--- src/rtl/d5m_rgb_axis_packer_if.sv ---
// d5m_rgb_axis_packer_if: 24-bit AXI4-Stream video bus carrying tuser=SOF and tlast=EOL
interface d5m_rgb_axis_packer_if #(
    parameter int DATA_WIDTH = 24
);
    logic                  tvalid;
    logic                  tready;
    logic                  tlast;
    logic                  tuser;
    logic [DATA_WIDTH-1:0] tdata;
    modport master (output tvalid, tlast, tuser, tdata, input tready);
    modport slave  (input tvalid, tlast, tuser, tdata, output tready);
endinterface

--- src/rtl/d5m_rgb_axis_packer.sv ---
// d5m_rgb_axis_packer: D5M raster to AXI4-Stream video with FWFT FIFO and frame drop on overflow; D5M_AXIS_STATS_EN adds frame_cnt/line_pixels
module d5m_rgb_axis_packer #(
    parameter int DATA_WIDTH = 24,
    parameter int FIFO_DEPTH = 16
) (
    input  logic                  ACLK,
    input  logic                  ARESETN,
    input  logic                  enable,
    input  logic                  ifval,
    input  logic                  ilval,
    input  logic [DATA_WIDTH-1:0] idata,
    d5m_rgb_axis_packer_if.master rgb_m_axis,
    output logic                  overflow
`ifdef D5M_AXIS_STATS_EN
    ,
    output logic [15:0]           frame_cnt,
    output logic [15:0]           line_pixels
`endif
);
    localparam int AW = $clog2(FIFO_DEPTH);
    typedef enum logic [1:0] {S_IDLE, S_FRAME, S_DROP} state_t;
    state_t                state;
    logic                  ifval_d, sof_flag, pend_valid, pend_user;
    logic [DATA_WIDTH-1:0] pend_data;
    logic [AW:0]           wr_ptr, rd_ptr;
    logic [DATA_WIDTH+1:0] mem [FIFO_DEPTH];
    logic [DATA_WIDTH+1:0] rd_entry;
    logic                  pix, empty, full, pop, commit, ovf_now, push;

    assign pix      = ifval && ilval;
    assign empty    = wr_ptr == rd_ptr;
    assign full     = (wr_ptr[AW] != rd_ptr[AW]) && (wr_ptr[AW-1:0] == rd_ptr[AW-1:0]);
    assign pop      = !empty && rgb_m_axis.tready;
    // pending always leaves the look-ahead register the cycle after it loads; tlast when no pixel follows
    assign commit   = state == S_FRAME && pend_valid;
    assign ovf_now  = commit && full && !pop;
    assign push     = commit && !ovf_now;
    assign rd_entry = mem[rd_ptr[AW-1:0]];

    assign rgb_m_axis.tvalid = !empty;
    assign rgb_m_axis.tuser  = empty ? 1'b0 : rd_entry[DATA_WIDTH+1];
    assign rgb_m_axis.tlast  = empty ? 1'b0 : rd_entry[DATA_WIDTH];
    assign rgb_m_axis.tdata  = empty ? '0 : rd_entry[DATA_WIDTH-1:0];

    // frame FSM and EOL look-ahead register; ifval_d resets high so a frame already open at reset release is skipped
    always_ff @(posedge ACLK or negedge ARESETN) begin
        if (!ARESETN) begin
            state      <= S_IDLE;
            ifval_d    <= 1'b1;
            sof_flag   <= 1'b0;
            pend_valid <= 1'b0;
            pend_user  <= 1'b0;
            pend_data  <= '0;
        end else begin
            ifval_d <= ifval;
            case (state)
                S_IDLE: begin
                    pend_valid <= 1'b0;
                    if (ifval && !ifval_d && enable) begin
                        state    <= S_FRAME;
                        sof_flag <= 1'b1;
                    end
                end
                S_FRAME: begin
                    if (ovf_now) begin
                        state      <= S_DROP;
                        pend_valid <= 1'b0;
                    end else begin
                        pend_valid <= pix;
                        if (pix) begin
                            pend_data <= idata;
                            pend_user <= sof_flag;
                            sof_flag  <= 1'b0;
                        end
                        if (!ifval) state <= S_IDLE;
                    end
                end
                S_DROP: begin
                    pend_valid <= 1'b0;
                    if (!ifval) state <= S_IDLE;
                end
                default: state <= S_IDLE;
            endcase
        end
    end

    // FIFO pointers and sticky overflow flag
    always_ff @(posedge ACLK or negedge ARESETN) begin
        if (!ARESETN) begin
            wr_ptr   <= '0;
            rd_ptr   <= '0;
            overflow <= 1'b0;
        end else begin
            if (push) wr_ptr <= wr_ptr + 1'b1;
            if (pop) rd_ptr <= rd_ptr + 1'b1;
            if (ovf_now) overflow <= 1'b1;
        end
    end

    // FIFO storage: {tuser, tlast, tdata}
    always_ff @(posedge ACLK) begin
        if (push) mem[wr_ptr[AW-1:0]] <= {pend_user, !pix, pend_data};
    end

`ifdef D5M_AXIS_STATS_EN
    logic [15:0] line_cnt;
    logic [15:0] line_next;
    assign line_next = (line_cnt == 16'hFFFF) ? line_cnt : line_cnt + 16'd1;

    // completed-frame counter and pixel count of the last committed line
    always_ff @(posedge ACLK or negedge ARESETN) begin
        if (!ARESETN) begin
            frame_cnt   <= '0;
            line_pixels <= '0;
            line_cnt    <= '0;
        end else begin
            if (state != S_FRAME) line_cnt <= '0;
            else if (push && pix) line_cnt <= line_next;
            else if (push) begin
                line_pixels <= line_next;
                line_cnt    <= '0;
            end
            if (state == S_FRAME && !ifval && !ovf_now) frame_cnt <= frame_cnt + 16'd1;
        end
    end
`endif
endmodule
--- src/flat_wrapper.sv ---
// flat-port wrapper written by rule: the top's interface ports become plain ports
module d5m_rgb_axis_packer_flat 
#(
    parameter int DATA_WIDTH = 24,
    parameter int FIFO_DEPTH = 16
)
  (ACLK, ARESETN, enable, ifval, ilval, idata, overflow, rgb_m_axis_tvalid, rgb_m_axis_tlast, rgb_m_axis_tuser, rgb_m_axis_tdata, rgb_m_axis_tready);
  d5m_rgb_axis_packer_if #(.DATA_WIDTH(DATA_WIDTH)) rgb_m_axis_i ();
  input  logic ACLK;
  input  logic ARESETN;
  input  logic enable;
  input  logic ifval;
  input  logic ilval;
  input  logic [DATA_WIDTH-1:0] idata;
  output logic overflow;
  output wire logic [$bits(rgb_m_axis_i.tvalid)-1:0] rgb_m_axis_tvalid;
  output wire logic [$bits(rgb_m_axis_i.tlast)-1:0] rgb_m_axis_tlast;
  output wire logic [$bits(rgb_m_axis_i.tuser)-1:0] rgb_m_axis_tuser;
  output wire logic [$bits(rgb_m_axis_i.tdata)-1:0] rgb_m_axis_tdata;
  input wire logic [$bits(rgb_m_axis_i.tready)-1:0] rgb_m_axis_tready;
  assign rgb_m_axis_tvalid = rgb_m_axis_i.tvalid;
  assign rgb_m_axis_tlast = rgb_m_axis_i.tlast;
  assign rgb_m_axis_tuser = rgb_m_axis_i.tuser;
  assign rgb_m_axis_tdata = rgb_m_axis_i.tdata;
  assign rgb_m_axis_i.tready = rgb_m_axis_tready;
  d5m_rgb_axis_packer #(.DATA_WIDTH(DATA_WIDTH), .FIFO_DEPTH(FIFO_DEPTH)) u_core (.ACLK(ACLK), .ARESETN(ARESETN), .enable(enable), .ifval(ifval), .ilval(ilval), .idata(idata), .rgb_m_axis(rgb_m_axis_i), .overflow(overflow));
endmodule
--- config.mk ---
export PLATFORM = sky130hd
export DESIGN_NAME = d5m_rgb_axis_packer_flat
export DESIGN_NICKNAME = d
export VERILOG_FILES = /design/src/rtl/d5m_rgb_axis_packer_if.sv /design/src/rtl/d5m_rgb_axis_packer.sv /design/src/flat_wrapper.sv
export SDC_FILE = /design/constraint.sdc
export NUM_CORES = 1
export LEC_CHECK = 0
export ABC_AREA = 1
export BUFFER_PORTS_ARGS = -buffer_cell sky130_fd_sc_hd__buf_4
export CAP_MARGIN = 40
export CORE_AREA = 8 8 220 222
export DETAILED_ROUTE_END_ITERATION = 8
export DIE_AREA = 0 0 228 230
export HOLD_SLACK_MARGIN = 0.03
export SYNTH_ARGS = -nofsm -noshare
export SYNTH_HDL_FRONTEND = slang
export SYNTH_SLANG_ARGS = --single-unit
--- constraint.sdc ---
create_clock -name ACLK -period 10.3 [get_ports ACLK]
set_clock_uncertainty 0.05 [all_clocks]
set_input_delay 2.06 -clock ACLK [delete_from_list [all_inputs] [get_ports ACLK]]
set_output_delay 2.06 -clock ACLK [all_outputs]
set_load 0.01 [all_outputs]
==> flow_summary.yaml, run 1 <==
yosys:
  synth_top_area_share: 0.6280
  syn_area_per_cell_sq_um: 10.06
  ys_seq_area_frac: 0.6797
  synthesis.nets: 2013
  async_flop_share: 0.08972
  yosys_warnings: 0
  synth-seq-cells: 457
  synth.top_cells.by_area: "edfxtp_1, nand2_1, inv_1"
  synthesis.area_sq_mm: 0.01989
  syn_inst: 1978
  yosysUniqueCellTypes: 28
  synth-edff-count: 416
  synthFlopType: "edfxtp_1"
  synth_most_common_cell: "nand2_1"
  synth_common_cells: "nand2_1, edfxtp_1, inv_1"
  synth_top_area_cell: "edfxtp_1"
routing:
  via_per_inst: 4.972
  routedWlPerCell_um: 17.90
  drtIter0Drc: 1089
  vias: 13210
  detail-route-antenna-nets: 0
  dr.pass1.iters: 7
  wirelength_um: 47560
  drc_errors: 0
floorplanning:
  die_y_um: 230
  ioPinCount: 58
  rows: 78
  die-area_sq_mm: 0.05244
  initial_utilization: 0.4431
  dieWidth_um: 228
  core_sq_mm: 0.04489
setup_path:
  regToRegStartpoint: "u_core.rd_ptr[1]"
  required_ns: 8.19
  cp_max_fo: 63
  critical_path_class: "flop to output pin"
  crit_chain: "clkinv_2 > buf_4 > nand2_1 > nand2_1 > nor2_2 > nand3_2 > inv_2 > a21oi_1 > buf_4"
  slowest_stage: "dfrtp_4"
  cp_data_arrival_time_ns: 4.39
  critPathLaunchType: "flop"
  slowest_delay_ns: 0.96
  crit_start: "u_core.rd_ptr[1]"
  crit_path_end_kind: "output pin"
global_route:
  grt_max_degree: 89
  track_usage: 0.1784
  antenna_found_initial: 1
  grt_pass1_wl_um: 73780
  gr-total-overflow: 0
  grt_pass1_vias: 12500
power:
  p_switching_uw: 2010
  ir_drop_mv: 0.1296
  p_leak_uw: 0.009732
  power.density_mw_per_mm2: 251.4
  p_clk_frac: 0.276
  power.total_uw: 5627
  combPwrFrac: 0.294
  power_frac_seq: 0.430
  switching_share: 0.3572
  p_int_uw: 3617
clock_tree:
  path_clk_slew_ns: 0.06
  clk_path_buf_depth: 3
  cts_hold_buf: 0
  cts-htree-levels: 2
  insertion_delay_ns: 0.55
  post_cts.repair.setup_buffers: 0
  cts_buffers: 46
  ctsResizeCount: 0
  cts.sinks: 457
  cts_root_buf: "clkbuf_16"
  cts_tree: "yes"
final_layout:
  drive_above_1_share: 0.09042
  instances_no_fill: 2657
  fillers: 4065
  n_antenna_cell: 0
  nets: 2055
  fin_area_sq_mm: 0.02238
  syn2layout_area_growth_pct: 12.54
sta:
  post-route-min-period_ns: 6.502
  timing.final.crit_share: 0.6313
  worst_pin_slew_ns: 0.8415
  rsz0062_at_grt: "no"
  final.setup.tns_ns: 0
  slew_headroom: 0.4390
  setup-violations-final: 0
  fmaxAchievable_mhz: 153.8
  maxSlewViolCount: 0
  finalHoldViolCount: 0
flow_run:
  max_cap_violations: 0
status:
  run_status: "finished, final reports clean"
place:
  globalplace.congestion: 0.7886
  dp_cells: 2572
  place_hpwl_um: 27150
  place_area_sq_mm: 0.02100
  portBuffers: 57
min_path:
  hp-class: "flop to flop"
  min-delay-start: "u_core.overflow"
==> layer usage <==
metal	global-route usage	vias to the layer above	part of all wire
met5	0	-	0
met4	0.05534	0	0.025
met3	0.02475	72	0.057
met2	0.2968	400	0.48
met1	0.2414	6312	0.44
li1	-	6427	-
==> power by group through the flow <==
stage	clock, uW	sequential (uW)	combinational, uW
after floorplan	0	2290	1160
after global placement	0	2470	1610
after detailed placement	0	2460	1660
after CTS	1590	2420	1670
after global routing	1650	2430	1840
final	1550	2420	1650
==> through the flow <==
stage	setup WS [ns]	utilization	hold slack (ns)
finish	3.798	0.4986	0.4309
global route	3.568	0.4986	0.4510
CTS	3.762	0.4986	0.4359
detailed placement	4.380	0.4678	0.4193
global placement	4.393	0.4654	0.4007
floorplan	5.467	-	0.4138
==> registers in the layout, indices dropped and copies added (netlist names) <==
register	flops
u_core.state	2
u_core.ifval_d	1
u_core.mem	416
u_core.rd_ptr	5
u_core.pend_data	24
u_core.pend_user	1
u_core.overflow	1
u_core.pend_valid	1
u_core.wr_ptr	5
u_core.sof_flag	1
==> cell type report <==
cell class / instances / area, sq um / share of cell area
well taps: 600 / 750.7 / 0.03354
inverters: 309 / 1166 / 0.05210
repair buffers: 91 / 748.2 / 0.03343
flip-flops and latches: 457 / 13530 / 0.6044
clock buffers: 67 / 1271 / 0.05679
multi-input cells: 1115 / 4810 / 0.2149
clock inverters: 18 / 110.1 / 0.004919
==> logic make-up (layout without fill, tap and decap cells) <==
family | Yosys count | in the layout | share of synthesized area
simple gates | 1076 | 1076 | 0.2248
flops | 457 | 457 | 0.6797
buf+inv | 406 | 485 | 0.08266
compound gates | 28 | 28 | 0.007045
xor+xnor | 6 | 6 | 0.002642
fa+ha+maj | 5 | 5 | 0.003145
==> critical path, delay by kind of cell (launching register included) <==
family	cells	cell delay [ns]
simple gates	4	0.54
flops	1	0.96
compound gates	1	0.15
buf+inv	4	2.17
==> path summary, 6_finish.rpt <==
kind	to	slack (ns)	depth (start not counted)
setup reg to reg	u_core.mem[13][11]	5.46	10
hold reg to reg	u_core.overflow	0.43	2
hold / removal	u_core.overflow	0.43	2
max in group asynchronous	u_core.rd_ptr[1]	8.37	1
min in group asynchronous	u_core.pend_data[18]	1.44	1
setup / recovery	rgb_m_axis_tuser	3.80	9
==> cell usage in the layout, fill, tap and decap left out, types with 3 or more instances in the layout <==
master and instances:
dfrtp_1 37, nand2_1 804, clkinv_2 10, clkbuf_16 47, clkinv_1 9, nand4_1 26
edfxtp_1 416, inv_1 301, buf_12 3, a21oi_1 26, nor2_4 3, clkbuf_1 18
nand3_1 219, ha_1 5, nor3_2 15, xor2_1 4, inv_2 4, buf_4 85
No activity file was read; power rests on OpenSTA's default activity.
==> run 2, diff against run 1 <==
Clock period 10.3 ns to 6.2 ns, I/O delays scaled along.
==> run 2 against run 1 <==
Sequential cell count is the same. Setup slack lost 2.6 ns. First-iteration DRC count grew 9.7%. Global-route usage grew 0.56 points. Die area is the same. Combinational power grew 72%. Hold slack lost 0.0080 ns. Design area grew 0.61%. Cell count shrank 0.19%. Routed wire length grew 3.1%. Sequential share of layout area shrank 0.37 points. Largest cell class unchanged.
==> flow_summary.yaml, run 2 (synthesis results as in run 1) <==
status:
  run_status: "finished, final reports clean"
place:
  place_hpwl_um: 27420
  portBuffers: 57
  pre_cts_ws_ns: 1.754
  globalplace.congestion: 0.7747
clock_tree:
  path_clk_slew_ns: 0.07
  cts_hold_buf: 0
  cts_tree: "yes"
  ctsResizeCount: 0
  cts-htree-levels: 2
  cts_root_buf: "clkbuf_16"
  cts_buffers: 45
  post_cts.repair.setup_buffers: 0
  insertion_delay_ns: 0.57
  cts.sinks: 457
  clk_path_buf_depth: 3
min_path:
  min-delay-start: "u_core.overflow"
  hold_end: "u_core.overflow"
  hp-class: "flop to flop"
  hold_path_depth: 2
setup_path:
  regToRegStartpoint: "u_core.rd_ptr[1]"
  crit_chain: "clkinv_2 > nand2_1 > nand2_1 > nor2_2 > nand3_2 > inv_2 > a21oi_1 > buf_4"
  slowest_stage: "clkinv_2"
  r2r_cells: 8
  cp_data_arrival_time_ns: 3.73
  path_buf_inv: 3
  crit_top_cell: "nand2_1"
  required_ns: 4.91
  crit_family: "buffers and inverters"
  critical_path_class: "flop to output pin"
  slowest_delay_ns: 0.84
  cp_max_fo: 47
  crit_path_end_kind: "output pin"
  ff2ff_setup_slack_ns: 2.00
  critPathLaunchType: "flop"
  regToRegEndpoint: "u_core.mem[10][21]"
power:
  p_switching_uw: 3397
  combPwrFrac: 0.294
  power_frac_seq: 0.416
  p_leak_uw: 0.009790
  power.density_mw_per_mm2: 426.7
  p_clk_frac: 0.290
  ir_drop_mv: 0.2917
  p_int_uw: 6213
  switching_share: 0.3535
global_route:
  gr-total-overflow: 0
  track_usage: 0.1840
  grt_pass1_wl_um: 75520
  grt_max_degree: 110
  antenna_found_initial: 1
  grt_pass1_vias: 13110
sta:
  timing.final.crit_share: 0.8089
  slew_headroom: 0.3968
  worst_slack_ns: 1.185
  post-route-min-period_ns: 5.015
  maxSlewViolCount: 0
  final.setup.tns_ns: 0
  rsz0062_at_grt: "no"
  fmaxAchievable_mhz: 199.4
  setup-violations-final: 0
  worst_pin_slew_ns: 0.9047
  finalHoldViolCount: 0
routing:
  dr.pass1.iters: 5
  wirelength_um: 49020
  routedWlPerCell_um: 18.48
  detail-route-antenna-nets: 0
  drtIter0Drc: 1195
  drc_errors: 0
  via_per_inst: 5.030
  vias: 13340
final_layout:
  nets: 2051
  drive_above_1_share: 0.09162
  syn2layout_area_growth_pct: 13.23
  n_antenna_cell: 0
  layout_commonest_cell: "nand2_1"
  largest_register_ffs: 416
  final_cell_mix: "nand2_1, edfxtp_1, inv_1, nand3_1, buf_4"
floorplanning:
  core_sq_mm: 0.04489
  rows: 78
  die_y_um: 230
  die-area_sq_mm: 0.05244
  ioPinCount: 58
  dieWidth_um: 228
  initial_utilization: 0.4431
flow_run:
  max_cap_violations: 0
## run 2: cell types whose count changed in the layout (fill, tap and decap cells not counted), sizes merged
cell    before  now
buf         91   88
bufinv       1    6
clkbuf      67   57
clkinv      19   22
## run 2: final cells by class
class                           instances  area, sq um
Clock inverter                         26        272.8
Timing Repair Buffer                   88        770.7
Inverter                              309         1166
Multi-Input combinational cell       1115         4810
Clock buffer                           57         1224
Tap cell                              600        750.7
Sequential cell                       457        13530
Fill cell                            4060        22370
## run 2: routing by layer
layer	up-vias	GRT usage	share of wire
li1	6410	-	-
met1	6496	0.2388	0.43
met2	364	0.3118	0.49
met3	70	0.03238	0.054
met4	0	0.05855	0.025
met5	-	0	0
## run 2: how the worst max path moves through the flow
stage	from	end	slack [ns]	depth (start not counted)
after floorplan	rgb_m_axis_tready	u_core.mem[12][0]	2.19	7
after global placement	u_core.rd_ptr[1]	rgb_m_axis_tuser	1.81	8
after detailed placement	u_core.rd_ptr[1]	rgb_m_axis_tuser	1.75	8
after CTS	u_core.rd_ptr[1]	rgb_m_axis_tuser	1.14	8
after global routing	u_core.rd_ptr[1]	rgb_m_axis_tdata[7]	0.96	8
final	u_core.rd_ptr[1]	rgb_m_axis_tuser	1.18	8
## run 2: worst min-delay path: cells and delay by family, from the launching register on
family                 cells  cell delay (ns)
and+or+nand+nor            1             0.05
DFF                        1             0.35
buffers and inverters      1             0.04
## run 2: per-stage QoR
| step | total power, uW | hold slack, ns | utilization | cells | cell area (sq um) |
|---|---|---|---|---|---|
| 2_1_floorplan | 5738 | 0.4138 | - | 1978 | 19890 |
| 3_3_place_gp | 6813 | 0.3999 | 0.4659 | 2564 | 20920 |
| 3_5_place_dp | 6900 | 0.4067 | 0.4683 | 2569 | 21030 |
| 4_1_cts | 9676 | 0.4282 | 0.5017 | 2652 | 22520 |
| 5_1_grt | 10090 | 0.4457 | 0.5017 | 2652 | 22520 |
| 6_report | 9611 | 0.4229 | 0.5017 | 2652 | 22520 |
## run 2: power by group through the flow
stage	clock network (uW)	logic, uW	registers [uW]
3_3_place_gp	0	2770	4040
6_report	2790	2830	3990
4_1_cts	2830	2860	3990
3_5_place_dp	0	2840	4060
5_1_grt	2950	3130	4020
2_1_floorplan	0	1930	3810
==> run 3, diff against run 2 <==
Clock period 6.2 ns to 4.9 ns, I/O delays scaled along.
==> run 3 against run 2 <==
Highest routed layer unchanged. Critical endpoint unchanged. Utilization about the same. Global-route usage down 0.31 points. Routed wire length down 2.3%. Sequential share of layout area about the same. Largest power group unchanged. Sequential cell count unchanged. Power up 25%. Critical path depth unchanged. Design area about the same. Non-clock buffer count up 7.
==> flow_summary.yaml, run 3 (synthesis results as in run 1) <==
power:
  p_int_uw: 7798
  switching_share: 0.3533
  p_leak_uw: 0.009800
  combPwrFrac: 0.294
  p_clk_frac: 0.287
  power.density_mw_per_mm2: 535.6
  p_switching_uw: 4260
  ir_drop_mv: 0.4397
  power_frac_seq: 0.419
final_layout:
  drive_above_1_share: 0.09563
  syn2layout_area_growth_pct: 13.18
  largest_register_ffs: 416
  n_antenna_cell: 0
  layout_commonest_cell: "nand2_1"
  final_cell_mix: "nand2_1, edfxtp_1, inv_1, nand3_1, buf_4"
  fin_area_sq_mm: 0.02251
  finish.utilization: 0.5015
  nets: 2058
clock_tree:
  cts_buffers: 45
  cts-htree-levels: 2
  cts_tree: "yes"
  post_cts.repair.setup_buffers: 0
  cts_root_buf: "clkbuf_16"
  clk_path_buf_depth: 3
  cts_hold_buf: 0
  path_clk_slew_ns: 0.06
  ctsResizeCount: 0
  insertion_delay_ns: 0.55
  cts.sinks: 457
setup_path:
  cp_data_arrival_time_ns: 3.44
  crit_path_end_kind: "output pin"
  crit_chain: "inv_6 > nand2_1 > nand2_1 > nor2_2 > nand3_2 > inv_2 > a21oi_1 > buf_4"
  crit_family: "buffers and inverters"
  slowest_delay_ns: 0.86
  crit_top_cell: "nand2_1"
  critical_path_class: "flop to output pin"
  slowest_stage: "dfrtp_4"
  required_ns: 3.87
  ff2ff_setup_slack_ns: 1.21
  path_buf_inv: 3
  cp_max_fo: 81
  critPathLaunchType: "flop"
sta:
  finalHoldViolCount: 0
  fmaxAchievable_mhz: 223.6
  slew_headroom: 0.3864
  final.setup.tns_ns: 0
  setup-violations-final: 0
  rsz0062_at_grt: "no"
  post-route-min-period_ns: 4.472
  timing.final.crit_share: 0.9127
  maxSlewViolCount: 0
  worst_pin_slew_ns: 0.9204
status:
  run_status: "finished, final reports clean"
flow_run:
  max_cap_violations: 0
global_route:
  grt_pass1_wl_um: 75090
  gr-total-overflow: 0
  grt_pass1_vias: 12910
  antenna_found_initial: 0
  grt_max_degree: 82
  track_usage: 0.1809
place:
  place_hpwl_um: 26980
  globalplace.congestion: 0.7610
  portBuffers: 57
  place_area_sq_mm: 0.02103
floorplanning:
  die-area_sq_mm: 0.05244
  rows: 78
  initial_utilization: 0.4431
  die_y_um: 230
  ioPinCount: 58
  dieWidth_um: 228
  core_sq_mm: 0.04489
min_path:
  hp-class: "input port to async pin"
routing:
  dr.pass1.iters: 5
  drc_errors: 0
  via_per_inst: 4.948
  detail-route-antenna-nets: 0
  drtIter0Drc: 1079
  vias: 13160
  routedWlPerCell_um: 18.00
  wirelength_um: 47890
[run 3: area by class of cell]
| class | count | area, sq um |
|---|---|---|
| flip-flops and latches | 457 | 13530 |
| clock inverters | 15 | 153.9 |
| multi-input cells | 1115 | 4810 |
| inverters | 309 | 1166 |
| clock buffers | 69 | 1334 |
| repair buffers | 95 | 770.7 |
| fillers | 4075 | 22380 |
| well taps | 600 | 750.7 |
[run 3: final timing paths]
kind                                             end        startpoint  cells past startpoint
worst max-delay path                rgb_m_axis_tuser  u_core.rd_ptr[0]                      8
worst min-delay path            u_core.pend_data[16]           ARESETN                      1
worst max register to register    u_core.mem[10][11]  u_core.rd_ptr[0]                      8
worst min register to register       u_core.overflow   u_core.overflow                      2
max in group asynchronous           u_core.rd_ptr[0]           ARESETN                      1
min in group ACLK                    u_core.overflow   u_core.overflow                      2
[run 3: through the flow]
step	worst slack (ns)	power (uW)	cells	hold slack, ns
after floorplan	1.147	7260	1978	0.4138
after global placement	1.025	8641	2574	0.4046
after detailed placement	1.025	8695	2576	0.4067
after CTS	0.4170	12160	2660	0.3416
after global routing	0.2450	12710	2660	0.3796
final	0.4278	12060	2660	0.3476
[run 3: worst reg2reg max path, delay by kind of cell (launching register included)]
kind | cells | cell delay (ns)
flip-flops | 1 | 0.73
AND/OR/NAND/NOR | 6 | 1.69
buffers and inverters | 2 | 0.89
[run 3: power by group through the flow]
stage / Clock (uW) / Sequential, uW / Combinational (uW)
after floorplan: 0 / 4820 / 2440
after global routing: 3680 / 5080 / 3950
final: 3460 / 5050 / 3540
after global placement: 0 / 5110 / 3530
after detailed placement: 0 / 5120 / 3570
after CTS: 3530 / 5040 / 3590
[run 3: metal layers]
layer	share of wire	routed length, um	up-vias	global-route usage
met5	0	0	-	0
met4	0.018	876	0	0.04792
met3	0.051	2436	56	0.02573
met2	0.48	23150	374	0.3060
met1	0.45	21420	6315	0.2431
li1	-	-	6418	-
